[src/rtl/axil_mbox_regbank.sv]
// axil_mbox_regbank: AXI-Lite mailbox + interrupt register bank with a remote write port driving mb_irq.
// Define AXIL_MBOX_SLVERR_EN to answer unmapped accesses with SLVERR instead of OKAY.
module axil_mbox_regbank #(
  parameter int ADDR_WIDTH = 15,
  parameter int NUM_MBOX   = 8,
  parameter int IDX_WIDTH  = (NUM_MBOX > 1) ? $clog2(NUM_MBOX) : 1
) (
  input  logic                  axis_clk,
  input  logic                  axis_rst_n,
  input  logic                  s_awvalid,
  output logic                  s_awready,
  input  logic [ADDR_WIDTH-1:0] s_awaddr,
  input  logic                  s_wvalid,
  output logic                  s_wready,
  input  logic [31:0]           s_wdata,
  input  logic [3:0]            s_wstrb,
  output logic                  s_bvalid,
  input  logic                  s_bready,
  output logic [1:0]            s_bresp,
  input  logic                  s_arvalid,
  output logic                  s_arready,
  input  logic [ADDR_WIDTH-1:0] s_araddr,
  output logic                  s_rvalid,
  input  logic                  s_rready,
  output logic [31:0]           s_rdata,
  output logic [1:0]            s_rresp,
  input  logic                  rm_wvalid,
  input  logic [IDX_WIDTH-1:0]  rm_widx,
  input  logic [31:0]           rm_wdata,
  input  logic [3:0]            rm_wstrb,
  input  logic                  cc_aa_enable,
  output logic                  mb_irq
);
  localparam int AW = ADDR_WIDTH - 2;
  localparam logic [AW-1:0] A_EN  = AW'(64);
  localparam logic [AW-1:0] A_ST  = AW'(65);
  localparam logic [AW-1:0] A_MSK = AW'(66);
`ifdef AXIL_MBOX_SLVERR_EN
  localparam logic [1:0] UNMAP_RESP = 2'b10;
`else
  localparam logic [1:0] UNMAP_RESP = 2'b00;
`endif
  logic                r_aw_held, r_w_held, r_bvalid, r_rvalid, r_en, r_irq;
  logic [AW-1:0]       r_aw_word;
  logic [31:0]         r_w_data, r_rdata;
  logic [3:0]          r_w_strb;
  logic [1:0]          r_bresp, r_rresp;
  logic [31:0]         r_mbox [NUM_MBOX];
  logic [NUM_MBOX-1:0] r_status, r_mask;
  logic [NUM_MBOX-1:0] w_rm_sel, w_wsel, w_clr;
  logic                w_commit, w_whit, w_rhit, w_unused;
  logic [31:0]         w_rdata;
  logic [AW-1:0]       w_rword;
  assign s_awready = cc_aa_enable & ~r_aw_held & ~r_bvalid;
  assign s_wready  = cc_aa_enable & ~r_w_held & ~r_bvalid;
  assign s_arready = cc_aa_enable & ~r_rvalid;
  assign s_bvalid  = r_bvalid;
  assign s_bresp   = r_bresp;
  assign s_rvalid  = r_rvalid;
  assign s_rdata   = r_rdata;
  assign s_rresp   = r_rresp;
  assign mb_irq    = r_irq;
  assign w_commit  = r_aw_held & r_w_held;
  assign w_rword   = s_araddr[ADDR_WIDTH-1:2];
  assign w_unused  = ^{s_awaddr[1:0], s_araddr[1:0]};
  // Decode by equality per mailbox so out-of-range indices simply match nothing.
  always_comb begin
    w_rdata = '0;
    w_rhit  = 1'b0;
    for (int i = 0; i < NUM_MBOX; i++) begin
      w_rm_sel[i] = rm_wvalid & (rm_widx == IDX_WIDTH'(i));
      w_wsel[i]   = r_aw_word == AW'(i);
      w_clr[i]    = w_commit & (r_aw_word == A_ST) & r_w_strb[i/8] & r_w_data[i];
      if (w_rword == AW'(i)) begin
        w_rdata = r_mbox[i];
        w_rhit  = 1'b1;
      end
    end
    w_whit = (|w_wsel) | (r_aw_word == A_EN) | (r_aw_word == A_ST) | (r_aw_word == A_MSK);
    if (w_rword == A_EN) begin
      w_rdata = {31'b0, r_en};
      w_rhit  = 1'b1;
    end else if (w_rword == A_ST) begin
      w_rdata = 32'(r_status);
      w_rhit  = 1'b1;
    end else if (w_rword == A_MSK) begin
      w_rdata = 32'(r_mask);
      w_rhit  = 1'b1;
    end
  end
  always_ff @(posedge axis_clk or negedge axis_rst_n) begin
    if (!axis_rst_n) begin
      r_aw_held <= 1'b0;
      r_w_held  <= 1'b0;
      r_aw_word <= '0;
      r_w_data  <= '0;
      r_w_strb  <= '0;
      r_bvalid  <= 1'b0;
      r_bresp   <= 2'b00;
      r_rvalid  <= 1'b0;
      r_rdata   <= '0;
      r_rresp   <= 2'b00;
      r_en      <= 1'b0;
      r_status  <= '0;
      r_mask    <= '0;
      r_irq     <= 1'b0;
      for (int i = 0; i < NUM_MBOX; i++) r_mbox[i] <= '0;
    end else begin
      if (s_awvalid & s_awready) begin
        r_aw_held <= 1'b1;
        r_aw_word <= s_awaddr[ADDR_WIDTH-1:2];
      end else if (w_commit) r_aw_held <= 1'b0;
      if (s_wvalid & s_wready) begin
        r_w_held <= 1'b1;
        r_w_data <= s_wdata;
        r_w_strb <= s_wstrb;
      end else if (w_commit) r_w_held <= 1'b0;
      r_bvalid <= w_commit | (r_bvalid & ~s_bready);
      if (w_commit) r_bresp <= w_whit ? 2'b00 : UNMAP_RESP;
      if (s_arvalid & s_arready) begin
        r_rvalid <= 1'b1;
        r_rdata  <= w_rdata;
        r_rresp  <= w_rhit ? 2'b00 : UNMAP_RESP;
      end else if (s_rready) r_rvalid <= 1'b0;
      if (w_commit && r_aw_word == A_EN && r_w_strb[0]) r_en <= r_w_data[0];
      // Remote bytes take priority over a same-edge AXI commit.
      for (int i = 0; i < NUM_MBOX; i++) begin
        if (w_commit && r_aw_word == A_MSK && r_w_strb[i/8]) r_mask[i] <= r_w_data[i];
        for (int b = 0; b < 4; b++) begin
          if (w_rm_sel[i] & rm_wstrb[b]) r_mbox[i][8*b +: 8] <= rm_wdata[8*b +: 8];
          else if (w_commit & w_wsel[i] & r_w_strb[b]) r_mbox[i][8*b +: 8] <= r_w_data[8*b +: 8];
        end
      end
      r_status <= (r_status & ~w_clr) | w_rm_sel;
      r_irq    <= r_en & |(r_status & r_mask);
    end
  end
endmodule

[config.mk]
export PLATFORM = sky130hd
export DESIGN_NAME = axil_mbox_regbank
export DESIGN_NICKNAME = d
export VERILOG_FILES = /design/src/rtl/axil_mbox_regbank.sv
export SDC_FILE = /design/constraint.sdc
export NUM_CORES = 1
export LEC_CHECK = 0
export ABC_AREA = 1
export CORE_ASPECT_RATIO = 0.8
export CORE_MARGIN = 1.5
export CORE_UTILIZATION = 39
export DETAILED_ROUTE_END_ITERATION = 10
export GPL_ROUTABILITY_DRIVEN = 0
export GPL_TIMING_DRIVEN = 0
export HOLD_SLACK_MARGIN = 0.1
export PLACE_DENSITY_LB_ADDON = 0.15
export SLEW_MARGIN = 5
export SYNTH_ARGS = -nofsm -noshare
export SYNTH_HDL_FRONTEND = slang
export SYNTH_SLANG_ARGS = --single-unit
export TNS_END_PERCENT = 5
[constraint.sdc]
create_clock -name axis_clk -period 2.1 [get_ports axis_clk]
set_input_delay 0.42 -clock axis_clk [delete_from_list [all_inputs] [get_ports axis_clk]]
set_output_delay 0.42 -clock axis_clk [all_outputs]
set_load 0.01 [all_outputs]
==> flow_metrics.py <==
metrics = {
    "worst_setup_path": {
        "critPathRequiredTime_ns": 2.59,
        "critical_path_class": "in -> reg",
        "setup.worst_path.start_class": "primary input",
        "timing.rr.end": "r_mbox[118]$_DFFE_PN0P_",
        "crit_chain": "clkdlybuf4s50_1, inv_1, nor2_2, inv_2, nor2_4, nand2_1, clkbuf_1, o21ai_0, nand2_1, o21ai_0",
        "rrSetupSlack_ns": -0.02,
        "crit_arrival_ns": 2.62,
        "rr_worst_depth": 10,
        "worst-path-max-fanout": 10,
        "slowest_stage": "clkdlybuf4s50_1",
        "cp_num_buf_inv": 4,
        "r2r_start": "r_aw_held$_DFFE_PN0P_",
        "cp_top_family": "buffers and inverters",
        "endpoint_kind": "register",
        "worst_path_largest_cell_delay_ns": 0.49,
    },
    "place": {
        "place_inst": 3266,
        "io_buffers": 137,
        "place_ws_ns": -1.232,
        "postPlaceCellArea_sq_um": 21330,
        "dp_hpwl_um": 50210,
    },
    "global_route": {
        "grt_pass1_vias": 17740,
        "overflow": 0,
        "grt_usage_pct": 28.24,
        "grt_max_degree": 117,
        "grt_antenna_before_repair": 2,
        "grt_pass1_wl_um": 108100,
    },
    "detailed_routing": {
        "drt_iter0_drc": 2342,
        "via_per_inst": 5.573,
        "wirelength_um": 71400,
        "drt_first_pass_iters": 6,
        "vias": 18940,
        "drt_drc_violations_left": 0,
        "wire_per_inst_um": 21.01,
        "ant_nets": 0,
    },
    "clock_tree": {
        "cts_max_level": 2,
        "cts_buffers": 40,
        "cts_tree": "built",
        "clk_path_buf_depth": 3,
        "clk_latency_ns": 0.58,
        "root_buffer": "clkbuf_16",
        "clk_pin_slew_ns": 0.06,
        "cts_sinks": 359,
    },
    "final_layout": {
        "layout_common_cells": "nand2_1, dfrtp_1, o21ai_0",
        "final_common_cell": "nand2_1",
        "stdcell_area_sq_um": 24030,
        "drive_above_1_share_pct": 12.96,
        "n_antenna_cell": 0,
        "fin_nets": 2855,
        "stdcell_count": 3399,
        "syn_to_final_growth_pct": 25.99,
    },
    "synth": {
        "syn_avg_cell_area_sq_um": 7.649,
        "synth_simple_gate_area_share_pct": 26.54,
        "netlist_area_sq_um": 19080,
        "netlist_instances": 2494,
        "synth-xor-area-share_pct": 0,
        "synth_compound_area_share_pct": 15.11,
        "synth_area_leaders": "dfrtp_1, nand2_1, o21ai_0",
        "muxShareOfSynthArea_pct": 2.243,
        "synth_top_family_by_area": "simple AND/OR/NAND/NOR gates",
        "synth_cell_type_count": 36,
        "synth_top_cell_area_share_pct": 47.09,
        "synthDominantAreaCellType": "dfrtp_1",
        "synthAdderAreaFrac_pct": 0,
        "ys.flop_type": "dfrtp_1",
        "yosys_warnings": 0,
        "ys_ff_latch": 359,
        "async_flop_share_pct": 100.0,
        "seq_area_frac_synth_pct": 47.09,
        "synth_edf_count": 0,
    },
    "sta": {
        "fin_setup_tns_ns": -0.07788,
        "hold_ws_ns": 0.3809,
        "rsz0062_at_grt": "yes",
        "hold_violations": 0,
        "slew_viol_final": 0,
        "skew_ns": 0.02158,
        "worst_pin_slew_ns": 1.135,
        "worst_slack_ns": -0.02703,
        "max_clock_freq_mhz": 470.1,
        "setup_viol": 10,
        "fin_crit_sh_pct": 101.3,
        "fin_crit_ns": 2.127,
        "slew_headroom_pct": 24.34,
    },
    "run_status": {
        "violations": "setup timing",
        "status": "finished with violations",
    },
    "die": {
        "die-area_sq_um": 50260,
        "die_h_um": 200.8,
        "fp-row-count": 72,
        "fp.dieW_um": 250.3,
        "core_sq_um": 48290,
        "initial_utilization_pct": 39.51,
        "ios": 156,
    },
    "job": {
        "max_cap_viol_count": 0,
    },
    "hold_path": {
        "hold_class": "in -> async",
    },
    "power_and_ir_drop": {
        "power_density_nw_per_um2": 1042,
        "ir_worst_vdd_mv": 0.5801,
        "p_leak_nw": 10.98,
    },
}
[through the flow]
stage	utilization, %	total power, mW
5_1_grt	49.77	26.53
4_1_cts	47.95	24.89
6_report	49.77	25.04
3_5_place_dp	44.18	17.29
3_3_place_gp	44.00	17.11
2_1_floorplan	-	14.79
[routing by layer]
layer | global-route usage [%] | share of wire, % | wire (um)
met5 | 0 | 0.018 | 13
met4 | 10.93 | 3.8 | 2716
met3 | 5.083 | 9.6 | 6826
met2 | 40.88 | 42 | 30290
met1 | 41.72 | 44 | 31560
[registers in the layout, summed over array words and instances, names as in the netlist, 4 cells and up]
register	count
r_aw_word	13
r_mask	8
r_mbox	256
r_status	8
r_w_data	32
r_w_strb	4
s_rdata	32
[repair_timing]
| action | 4_1_cts | 5_1_grt |
|---|---|---|
| gates cloned | 0 | 4 |
| hold buffers | 1 | 0 |
| setup buffers | 17 | 41 |
| pin swaps | 12 | 28 |
| endpoints found under the hold margin | 69 | 0 |
| resized for setup | 83 | 125 |
| endpoints found under the setup margin | 315 | 289 |
[where the power goes]
group	leakage (nW)	switching [mW]	total, mW	internal (mW)
clock	0.667	3.03	7.52	4.49
combinational	5.98	4.55	7.08	2.53
sequential	4.33	1.19	10.4	9.25
total	11.0	8.76	25.0	16.3
[worst reg2reg max path, delay by kind of cell (launching register included)]
| family | cells | cell delay, ns |
|---|---|---|
| AOI/OAI and AO/OA | 1 | 0.14 |
| buffers and inverters | 2 | 0.31 |
| DFF | 1 | 0.40 |
| and+or+nand+nor | 7 | 1.17 |
[cell usage after synthesis (2+ instances only)]
cell        n
o21ai_0   314
a21oi_1    50
buf_1      28
a221oi_1    2
buf_2      13
nand4_1    48
inv_2       7
mux2_2     38
nor3_4      2
nand2_1   680
buf_6      20
a21oi_2     2
nor4_2      2
or2_0       3
a31oi_1   109
nor2_1    240
nor2_2      7
nor4_4      4
o211ai_1   15
dfrtp_1   359
clkbuf_1   70
or2_2       3
inv_1     227
nor3_2      5
nor2_4      2
nand3_1   151
o21ai_1     4
nand3_2     3
nand2_2    30
buf_4      24
nor3_1      5
o221ai_1   23
[cell families (layout without fill, tap and decap cells)]
family,after synthesis,count (layout)
other,1,4
muxes,38,38
buffers and inverters,389,662
AOI/OAI and AO/OA,520,520
and+or+nand+nor,1187,1187
DFF,359,359
[how the worst max path moves through the flow]
stage | start | to | slack [ns] | cells after the start
2_1_floorplan | s_bvalid$_DFF_PN0_ | r_w_data[10]$_DFFE_PN0P_ | 0.35 | 4
3_3_place_gp | axis_rst_n | r_mbox[215]$_DFFE_PN0P_ | -15.62 | 1
3_5_place_dp | rm_widx[2] | r_mbox[127]$_DFFE_PN0P_ | -1.23 | 7
4_1_cts | s_bvalid$_DFF_PN0_ | s_awready | -0.19 | 2
5_1_grt | r_aw_word[9]$_DFFE_PN0P_ | r_mbox[182]$_DFFE_PN0P_ | -0.16 | 12
6_report | rm_wvalid | r_mbox[156]$_DFFE_PN0P_ | -0.03 | 10
[layout make-up]
cell class | count | area [sq um]
buffer | 154 | 1006
clock buffer | 60 | 1177
clock inverter | 11 | 190.2
fill | 4707 | 24250
inverter | 234 | 885.9
multi-input combinational | 1749 | 8859
sequential | 359 | 8985
tap | 629 | 787.0
timing repair buffer | 203 | 2145
No activity file was read; power rests on OpenSTA's default activity.
